<file path="src/rtl/adc_sampler_if.sv">
// adc_sampler_if: request/result and sample-memory write bundle for adc_sampler.
//   req        capture core -> sampler, level-sensitive conversion request
//   rdy        sampler -> core, one-cycle strobe qualifying dat
//   dat        sampler -> core, conversion result (held between strobes)
//   busy       sampler -> core, conversion in progress
//   wr_en/wr_addr/wr_data  host -> sampler, sample memory write port
//   sample_cnt sampler -> host, saturating count of completed conversions
interface adc_sampler_if #(
  parameter int DEPTH_LOG2 = 4
);
  logic                  req;
  logic                  rdy;
  logic [7:0]            dat;
  logic                  busy;
  logic                  wr_en;
  logic [DEPTH_LOG2-1:0] wr_addr;
  logic [7:0]            wr_data;
  logic [15:0]           sample_cnt;

  modport master (
    output req, wr_en, wr_addr, wr_data,
    input  rdy, dat, busy, sample_cnt
  );

  modport slave (
    input  req, wr_en, wr_addr, wr_data,
    output rdy, dat, busy, sample_cnt
  );
endinterface

</file>
<file path="src/rtl/adc_sampler.sv">
// adc_sampler: deterministic ADC front end feeding the stream capture core.
// Each request spends CONV_CYCLES in CONV, then returns the next entry of a
// host-writable sample memory (played back cyclically) with a one-cycle rdy.
//   clk    rising-edge system clock
//   reset  synchronous, active-low
//   bus    adc_sampler_if.slave (req/rdy/dat/busy, memory write port, sample_cnt)
// All outputs come straight from flops; req only feeds next-state logic.
module adc_sampler #(
  parameter int CONV_CYCLES = 4,
  parameter int DEPTH_LOG2  = 4
) (
  input  logic          clk,
  input  logic          reset,
  adc_sampler_if.slave  bus
);
  localparam int         DEPTH    = 1 << DEPTH_LOG2;
  localparam logic [7:0] CNT_LOAD = 8'(CONV_CYCLES - 1);

  typedef enum logic [1:0] {IDLE, CONV, DONE} state_e;

  state_e                state_q, state_d;
  logic [7:0]            cnt_q, cnt_d;
  logic [DEPTH_LOG2-1:0] idx_q, idx_d;
  logic [7:0]            dat_q, dat_d;
  logic                  rdy_q, rdy_d;
  logic                  busy_q, busy_d;
  logic [15:0]           sample_cnt_q, sample_cnt_d;
  logic [7:0]            mem_q [DEPTH];
  logic [7:0]            mem_d [DEPTH];

  always_comb begin
    state_d      = state_q;
    cnt_d        = cnt_q;
    idx_d        = idx_q;
    dat_d        = dat_q;
    sample_cnt_d = sample_cnt_q;
    rdy_d        = 1'b0;
    busy_d       = 1'b0;
    mem_d        = mem_q;

    // Write lands on the same edge as a DONE-entry read of mem_q, so a
    // collision hands out the old entry (read-before-write).
    if (bus.wr_en) mem_d[bus.wr_addr] = bus.wr_data;

    unique case (state_q)
      IDLE: begin
        if (bus.req) begin
          state_d = CONV;
          cnt_d   = CNT_LOAD;
          busy_d  = 1'b1;
        end
      end
      CONV: begin
        if (!bus.req) begin
          state_d = IDLE;                       // abort: nothing consumed
        end else if (cnt_q == 8'd0) begin
          state_d = DONE;
          rdy_d   = 1'b1;
          dat_d   = mem_q[idx_q];
          idx_d   = idx_q + 1'b1;               // natural wrap at DEPTH
          if (sample_cnt_q != 16'hFFFF) sample_cnt_d = sample_cnt_q + 16'd1;
        end else begin
          cnt_d  = cnt_q - 8'd1;
          busy_d = 1'b1;
        end
      end
      DONE: begin
        if (bus.req) begin
          state_d = CONV;                       // back-to-back streaming
          cnt_d   = CNT_LOAD;
          busy_d  = 1'b1;
        end else begin
          state_d = IDLE;
        end
      end
      default: state_d = IDLE;
    endcase
  end

  always_ff @(posedge clk) begin
    if (!reset) begin
      state_q      <= IDLE;
      cnt_q        <= '0;
      idx_q        <= '0;
      dat_q        <= '0;
      rdy_q        <= 1'b0;
      busy_q       <= 1'b0;
      sample_cnt_q <= '0;
      mem_q        <= '{default: '0};
    end else begin
      state_q      <= state_d;
      cnt_q        <= cnt_d;
      idx_q        <= idx_d;
      dat_q        <= dat_d;
      rdy_q        <= rdy_d;
      busy_q       <= busy_d;
      sample_cnt_q <= sample_cnt_d;
      mem_q        <= mem_d;
    end
  end

  assign bus.rdy        = rdy_q;
  assign bus.busy       = busy_q;
  assign bus.dat        = dat_q;
  assign bus.sample_cnt = sample_cnt_q;
endmodule

</file>
<file path="src/flat_wrapper.sv">
// flat-port wrapper written by rule: the top's interface ports become plain ports
module adc_sampler_flat 
#(
  parameter int CONV_CYCLES = 4,
  parameter int DEPTH_LOG2  = 4
)
  (clk, reset, bus_req, bus_wr_en, bus_wr_addr, bus_wr_data, bus_rdy, bus_dat, bus_busy, bus_sample_cnt);
  adc_sampler_if #(.DEPTH_LOG2(DEPTH_LOG2)) bus_i ();
  input  logic clk;
  input  logic reset;
  input wire logic [$bits(bus_i.req)-1:0] bus_req;
  input wire logic [$bits(bus_i.wr_en)-1:0] bus_wr_en;
  input wire logic [$bits(bus_i.wr_addr)-1:0] bus_wr_addr;
  input wire logic [$bits(bus_i.wr_data)-1:0] bus_wr_data;
  output wire logic [$bits(bus_i.rdy)-1:0] bus_rdy;
  output wire logic [$bits(bus_i.dat)-1:0] bus_dat;
  output wire logic [$bits(bus_i.busy)-1:0] bus_busy;
  output wire logic [$bits(bus_i.sample_cnt)-1:0] bus_sample_cnt;
  assign bus_i.req = bus_req;
  assign bus_i.wr_en = bus_wr_en;
  assign bus_i.wr_addr = bus_wr_addr;
  assign bus_i.wr_data = bus_wr_data;
  assign bus_rdy = bus_i.rdy;
  assign bus_dat = bus_i.dat;
  assign bus_busy = bus_i.busy;
  assign bus_sample_cnt = bus_i.sample_cnt;
  adc_sampler #(.CONV_CYCLES(CONV_CYCLES), .DEPTH_LOG2(DEPTH_LOG2)) u_core (.clk(clk), .reset(reset), .bus(bus_i));
endmodule
</file>
<file path="config.mk">
export PLATFORM = sky130hd
export DESIGN_NAME = adc_sampler_flat
export DESIGN_NICKNAME = d
export VERILOG_FILES = /design/src/rtl/adc_sampler_if.sv /design/src/rtl/adc_sampler.sv /design/src/flat_wrapper.sv
export SDC_FILE = /design/constraint.sdc
export NUM_CORES = 1
export LEC_CHECK = 0
export CORE_MARGIN = 3
export CORE_UTILIZATION = 35
export CTS_CLUSTER_SIZE = 12
export DETAILED_ROUTE_END_ITERATION = 10
export PLACE_DENSITY = 0.5
export SLEW_MARGIN = 20
export SYNTH_ARGS = -nofsm -noshare
export SYNTH_HDL_FRONTEND = slang
export SYNTH_SLANG_ARGS = --single-unit
export TNS_END_PERCENT = 100
</file>
<file path="constraint.sdc">
create_clock -name clk -period 3.1 [get_ports clk]
set_input_delay 0.465 -clock clk [delete_from_list [all_inputs] [get_ports clk]]
set_output_delay 0.465 -clock clk [all_outputs]
set_load 0.02 [all_outputs]
</file>
; Word-level counts from Yosys, hierarchy flattened
; Index checks and enable logic that the tools add are counted.
; W data, S select, Z words.
[totals]
reg_bits = 168
inputBits = 16
output_inout_bits = 26
elab_cells = 69
[classes]
n_addsub = 3
order_cmp = 3
n_eq_ne = 8
muxes = 20
n_bitwise = 2
n_reduce_logical = 10
[op_table]
columns = op, n
row1 = $bwmux W128, 1
row2 = $mux W8, 6
row3 = $bmux W8 S4, 1
row4 = $demux W8 S4, 1
row5 = $add A16 B1 Y16 const B, 1
row6 = $ne A16 B16 Y1 const B, 1
row7 = $pmux W8 S2, 1
row8 = $ge A5 B5 Y1 const B, 2
row9 = $not A4 Y5, 2
row10 = $logic_not A8 Y1, 1
row11 = $reduce_and A4 Y1, 2
row12 = $sub A8 B1 Y8 const B, 1
row13 = $mux W2, 3
row14 = $ne A2 B2 Y1 const B, 3
row15 = $pmux W2 S3, 1
row16 = $reduce_and A3 Y1, 2
row17 = $lt A5 B1 Y1 const B, 1
row18 = $mux W1, 5
row19 = $add A4 B1 Y4 const B, 1
row20 = $ne A3 B2 Y1 const B, 1
row21 = $eq A2 B1 Y1 const B, 1
row22 = $eq A2 B2 Y1 const B, 1
row23 = $logic_not A2 Y1, 1
row24 = $ne A2 B1 Y1 const B, 1
row25 = 5 further kinds, 5

; Depth between registers and ports, before layout
; Gate-level depths: netlist (run 1).
[depth]
depth_word = 6
mapped_depth = 8
ltp_nobuf = 6

; Worst setup path after synthesis (run 1)
; Ideal clock, no wire load.
[synth_path]
kind = register -> register
startpoint = reg u_core.cnt_q[0]
endpoint = reg u_core.sample_cnt_q[12], in the netlist u_core.bus.sample_cnt[12]
setup_time_ns = 0.070
arrival_time_ns = 1.787
t_required_ns = 3.030
slack_ns = 1.243
stages_incl_launch_ff = 8
path_buffers = 1
period_less_slack_ns = 1.857
path_cell_list = dfxtp_1 -> inv_1 -> ha_1 -> nor3b_2 -> nand3_2 -> buf_6 -> or4_1 -> a21oi_1
[synth_between]
elab_chain_len = 2
[synth_lines]
columns = element, line_no
row1 = "start, declared", adc_sampler.sv:22  ; logic [7:0] cnt_q, cnt_d;
row2 = "start signal, assigned", adc_sampler.sv:92  ; cnt_q <= cnt_d;
row3 = $logic_not A8 Y1, adc_sampler.sv:56  ; end else if (cnt_q == 8'd0) begin
row4 = $reduce_and A4 Y1 (no source line), --
row5 = "end signal, assigned", adc_sampler.sv:97  ; sample_cnt_q <= sample_cnt_d;
row6 = "end, declared", adc_sampler.sv:27  ; logic [15:0] sample_cnt_q, sample_cnt_d;
; Every way passes these cells.
; A chain may end at the register's enable or synchronous reset.

; Worst setup path in the final report (run 1)
[layout_path]
startpoint = reg u_core.cnt_q[1]
endpoint = reg u_core.sample_cnt_q[11], in the netlist u_core.bus.sample_cnt[11]
; The elaborated chain is that of the path after synthesis.

==> metrics.csv, run 1 <==
metric,value,unit
ir_drop,0.295,mV
leakage,0.00306,uW
dpl.hpwl,13300,um
reg2reg_depth,6,
first_pass_iters,5,
endpoint_kind,flip-flop,
antenna_found_initial,0,
wire_per_inst,18.4,um
netlist.top_cell.by_area,dfxtp_1,
synth_area_leaders,"dfxtp_1, mux4_2, mux2i_1",
drt_iter0_markers,363,
synth_top_area_share,45.4,%
die_w,152,um
critPathMaxStageDelay,0.61,ns
num_antenna_cells,0,
crit_path_start_kind,flip-flop,
io_pins,42,
post_cts_resized,0,
stdcell_count,1096,
wl,20100,um
cts_buffers,17,
p_per_area,525,nW/um^2
io_buffer_count,41,
nets,832,
yosysWarnings,0,
relSlewSlack,48.4,%
worstPathMaxFanout,11,
track_usage,18.1,%
crit_type,flip-flop to flip-flop,
rrSetupSlack,0.68,ns
initial_core_util,36.2,%
tns,0,ns
arrival,2.77,ns
htreeDepth,4,
skew,0.00745,ns
whs_path_depth,2,
path_delay_family,simple AND/OR/NAND/NOR gates,
final_cell_mix,"dfxtp_1, a21oi_1, nand2_1",
hp-class,flip-flop to flip-flop,
grt_remaining_overflow,0,
drc,0,
cts_hold_buf,0,
final_common_cell,dfxtp_1,
die_y,152,um
report.final.setup_viol,0,
post-route-min-period,2.42,ns
slowest_stage,or4_1,
row_count,52,
cts.sinks,168,
crit_buf_inv,1,
min_to,u_core.mem_q[124],
finalCritPeriodShare,78.0,%
vias_per_cell,5.53,
dp_cells,1064,
dieArea,23000,sq um
synth_seq_cells,168,
grt_start_max_net_pins,149,
grt_pass1_vias,6000,
cts_buffer_depth,2,
rsz0062_at_grt,false,
r2r_start,u_core.cnt_q[1],
fmax,413,MHz
status,"finished, final reports clean",
clk_pin_slew,0.07,ns
grt_pass1_wl,32100,um
synth.avg_cell_area,9.34,sq um
hold_viol,0,
layout-drive-gt1-share,11.9,%
worstMarginPinSlew,0.771,ns
cts_root_buf,clkbuf_16,
netlist_instances,794,
min_from,u_core.mem_q[124],
yosysSeqAreaShare,45.4,%
syn_nets,813,
synth_cell_type_count,42,
num_vias,6065,
required,3.45,ns
crit_chain,inv_1 > ha_1 > nor3b_2 > nand4_1 > or4_1 > a21oi_1,
drv_cap,0,
tritoncts,yes,
clk_latency,0.43,ns
slew_viol_final,0,
antenna_left,0,
syn_area,7410,sq um
core-area,20500,sq um
area_delta_synth_final,17.4,%
gp_congestion,0.795,
post_cts.repair.setup_buffers,0,
timing.rr.end,u_core.bus.sample_cnt[11],
registers in the layout, indices dropped and copies added, names as in the netlist:
| register | cells |
|---|---|
| u_core.bus.busy | 1 |
| u_core.bus.dat | 8 |
| u_core.bus.rdy | 1 |
| u_core.bus.sample_cnt | 16 |
| u_core.cnt_q | 8 |
| u_core.idx_q | 4 |
| u_core.mem_q | 128 |
| u_core.state_q | 2 |
Yosys cell counts (all sizes together):
master   instances
and4bb           1
a21boi           1
a2111oi          1
or4             10
a221oi           1
nand3b           5
o31ai            9
xor2             3
clkbuf          54
ha               3
mux4            32
buf             13
nand2           90
o41ai            5
or3             11
inv              7
nand3           25
and3             3
nor3b            2
or4bb            1
and4             3
nand4            6
mux2i           66
o221ai           8
dfxtp          168
and3b            1
a21oi           96
nor4             2
o211ai           2
o221a            1
o21ai           79
nor2b            1
xnor2            3
o311ai           5
nor2            67
nand2b           9
layout make-up:
class | count | area (sq um)
clock buffer | 17 | 425
clock inverter | 15 | 153
fill | 2034 | 11800
inverter | 7 | 28.8
multi-input combinational | 552 | 3750
sequential | 168 | 3360
tap | 270 | 338
timing repair buffer | 67 | 643
worst max path at each step:
stage                               start                   endpoint  depth (start not counted)
after CTS                 u_core.cnt_q[1]  u_core.bus.sample_cnt[11]                          6
after global placement            bus_req  u_core.bus.sample_cnt[11]                          5
after detailed placement          bus_req  u_core.bus.sample_cnt[11]                          5
after floorplan           u_core.cnt_q[0]  u_core.bus.sample_cnt[12]                          7
final                     u_core.cnt_q[1]  u_core.bus.sample_cnt[11]                          6
after global routing      u_core.cnt_q[1]  u_core.bus.sample_cnt[11]                          6
power by group:
part / internal, uW / switching [uW]
Sequential: 2190 / 24.5
Clock: 1080 / 984
Combinational: 105 / 195
cells by family after synthesis:
| family | Yosys count | share of synthesized area (%) |
|---|---|---|
| buffers and inverters | 74 | 4.02 |
| DFF | 168 | 45.4 |
| xor gates and xnor gates | 6 | 0.709 |
| muxes | 98 | 18.6 |
| AOI/OAI and AO/OA | 208 | 15.6 |
| and+or+nand+nor | 237 | 15.2 |
| adders and majority gates | 3 | 0.506 |
worst register-to-register path, stage by stage, from the launching register on:
cell,delay [ns]
dfxtp_1,0.33
inv_1,0.09
ha_1,0.21
nor3b_2,0.47
nand4_1,0.49
or4_1,0.61
a21oi_1,0.15
metrics by stage:
stage / utilization, % / setup slack, ns / instance area [sq um] / hold slack (ns) / power [uW]
CTS: 42.5 / 0.734 / 8710 / 0.464 / 4630
global placement: 39.7 / 0.643 / 8130 / 0.444 / 2550
global route: 42.5 / 0.539 / 8710 / 0.484 / 4770
floorplan: - / 1.24 / 7410 / 0.433 / 2450
detailed placement: 39.7 / 0.589 / 8130 / 0.455 / 2560
finish: 42.5 / 0.681 / 8710 / 0.464 / 4570
per-layer routing:
metal / up-vias / share of wire [%] / GRT usage (%)
met4: 0 / 2.0 / 5.97
met3: 29 / 4.2 / 3.69
met1: 2996 / 45 / 23.0
met2: 133 / 49 / 30.7
li1: 2907 / - / -
met5: - / 0 / 0
No activity file was read; power rests on OpenSTA's default activity.
==> run 2, diff against run 1 <==
--- a/config.mk
+++ b/config.mk
@@ -9,7 +9,7 @@
 export CORE_UTILIZATION = 35
 export CTS_CLUSTER_SIZE = 12
 export DETAILED_ROUTE_END_ITERATION = 10
-export PLACE_DENSITY = 0.5
+export PLACE_DENSITY = 0.52
 export SLEW_MARGIN = 20
 export SYNTH_ARGS = -nofsm -noshare
 export SYNTH_HDL_FRONTEND = slang
==> constraint.sdc (replaced) <==
create_clock -name clk -period 2.15 [get_ports clk]
set_input_delay 0.3225 -clock clk [delete_from_list [all_inputs] [get_ports clk]]
set_output_delay 0.3225 -clock clk [all_outputs]
set_load 0.02 [all_outputs]
==> run 2 against run 1 <==
  * Flip-flop and latch count unchanged
  * Non-clock buffer count rose by 24
  * Global-route usage about the same
  * Largest power group unchanged
  * Critical path type unchanged
  * Power rose by 44%
  * First-iteration DRC count grew 13%
==> metrics.csv, run 2 (same netlist as run 1, synthesis figures left out) <==
metric,value,unit,change
status,"finished, final reports clean",,
worstMarginPinSlew,0.732,ns,-0.0391 ns
required,2.50,ns,-0.95 ns
slew_viol_final,0,,unchanged
grt_remaining_overflow,0,,unchanged
setup_ws,0.173,ns,-0.509 ns
largest_reg_flops,128,,unchanged
ir_drop,0.428,mV,+45%
clk_latency,0.42,ns,about the same
die_w,152,um,unchanged
cts_root_buf,clkbuf_16,,
row_count,52,,unchanged
switching_share,23.3,%,-3.0 points
cts.sinks,168,,unchanged
utilization,43.5,%,+1.1 points
seqPwrFrac,48.6,%,+0.2 points
cts_buffers,17,,unchanged
wl,20100,um,-0.16%
totalPowerFinal,6580,uW,+44%
gp_congestion,0.791,,-0.58%
report.final.setup_viol,0,,unchanged
hp-class,flip-flop to flip-flop,,
tritoncts,yes,,
io_buffer_count,41,,unchanged
track_usage,18.1,%,+0.029 points
nets,856,,+2.9%
grt_pass1_vias,6095,,+1.6%
hold_ws,0.454,ns,-0.00934 ns
crit_path_start_kind,flip-flop,,
num_vias,6085,,+0.33%
finalCritPeriodShare,92.0,%,+14 points
final_cell_mix,"dfxtp_1, a21oi_1, nand2_1",,
grt_start_max_net_pins,80,,-46%
post-route-min-period,1.98,ns,-0.441 ns
crit_type,flip-flop to flip-flop,,
dpl.hpwl,13700,um,+3.3%
dieArea,23000,sq um,unchanged
area_delta_synth_final,20.3,%,
endpoint_kind,flip-flop,,
core-area,20500,sq um,unchanged
leakage,0.00318,uW,+3.9%
regMostFlops,u_core.mem_q,,
fmax,506,MHz,+22%
drv_cap,0,,unchanged
clk_pin_slew,0.06,ns,about the same
antenna_left,0,,unchanged
drc,0,,unchanged
min_from,u_core.mem_q[124],,
initial_core_util,36.2,%,unchanged
power.share.clock,44.2,%,-0.8 points
power_frac_comb,7.2,%,+0.7 points
grt_pass1_wl,32400,um,+0.86%
p_per_area,738,nW/um^2,+40%
power_switching,1530,uW,+28%
final_common_cell,dfxtp_1,,
worstPathMaxFanout,19,,+8
antenna_found_initial,0,,unchanged
rrSetupSlack,0.17,ns,-0.51 ns
die_y,152,um,unchanged
arrival,2.33,ns,-0.44 ns
rsz0062_at_grt,false,,
io_pins,42,,unchanged
first_pass_iters,5,,unchanged
num_antenna_cells,0,,unchanged
vias_per_cell,5.44,,-1.6%
post-place-ws,0.0103,ns,-0.578 ns
p_int,5050,uW,+50%
cts_buffer_depth,2,,unchanged
relSlewSlack,51.1,%,+2.6 points
wire_per_inst,18.0,um,-2.1%
layout-drive-gt1-share,13.9,%,+2.1 points
hold_viol,0,,unchanged
drt_iter0_markers,412,,+13%
skew,0.00604,ns,-0.00141 ns
cp-startpoint,u_core.cnt_q[1],,
tns,0,ns,unchanged
r2r_start,u_core.cnt_q[1],,
htreeDepth,4,,unchanged
==> run 2: cell types whose count changed in the layout (fill, tap and decap cells not counted), sizes merged <==
cell	delta
clkbuf	+6
clkinvlp	+3
inv	-9
buf	+24
bufinv	+1
clkinv	-3
==> run 2: repair_timing <==
item / 4_1_cts / 5_1_grt
setup endpoints to repair: 0 / 14
hold buffers: 0 / 0
buffers inserted: 0 / 1
gates resized for setup: 0 / 1
==> run 2: routing by layer <==
layer	track usage, %	up-vias	wire length, um	share of wire [%]
met2	30.3	127	9760	49
met1	23.1	2984	9060	45
li1	-	2948	-	-
met3	3.66	26	876	4.4
met4	6.69	0	386	1.9
met5	0	-	0	0
==> run 2: critical path: stages, from the launching register on <==
cell     delay (ns)
dfxtp_1        0.32
inv_1          0.08
ha_1           0.17
nor3b_4        0.32
nand3_2        0.17
buf_12         0.19
or4_1          0.50
a21oi_1        0.15
==> run 2: final cells by class <==
type                            count  area [sq um]
Fill cell                        1989         11600
Multi-Input combinational cell    552          3760
Sequential cell                   168          3360
Timing Repair Buffer               91           873
Clock buffer                       23           488
Tap cell                          270           338
Clock inverter                      7          70.1
Inverter                            7          28.8
==> run 2: worst paths after layout <==
| check | end | depth (start not counted) |
|---|---|---|
| setup reg to reg | u_core.bus.sample_cnt[4] | 7 |
| hold / removal | u_core.mem_q[124] | 2 |
| setup / recovery | u_core.bus.sample_cnt[4] | 7 |
| hold reg to reg | u_core.mem_q[124] | 2 |
==> run 2: power by group through the flow <==
stage	Clock, uW	Sequential [uW]	Combinational [uW]
after floorplan	0	3260	274
after global placement	0	3260	457
after detailed placement	0	3270	468
after CTS	2970	3200	470
after global routing	3090	3200	520
final	2910	3200	475
==> run 2: per-stage QoR <==
step                      instances  area (sq um)
after floorplan                 794          7410
after global placement         1087          8350
after detailed placement       1087          8350
after CTS                      1117          8910
after global routing           1118          8920
final                          1118          8920
==> run 3, diff against run 2 <==
--- a/config.mk
+++ b/config.mk
@@ -5,6 +5,7 @@
 export SDC_FILE = /design/constraint.sdc
 export NUM_CORES = 1
 export LEC_CHECK = 0
+export CAP_MARGIN = 0
 export CORE_MARGIN = 3
 export CORE_UTILIZATION = 35
 export CTS_CLUSTER_SIZE = 12
==> results of run 3 <==
The final DEF is identical to that of run 2; final timing and power are the same.
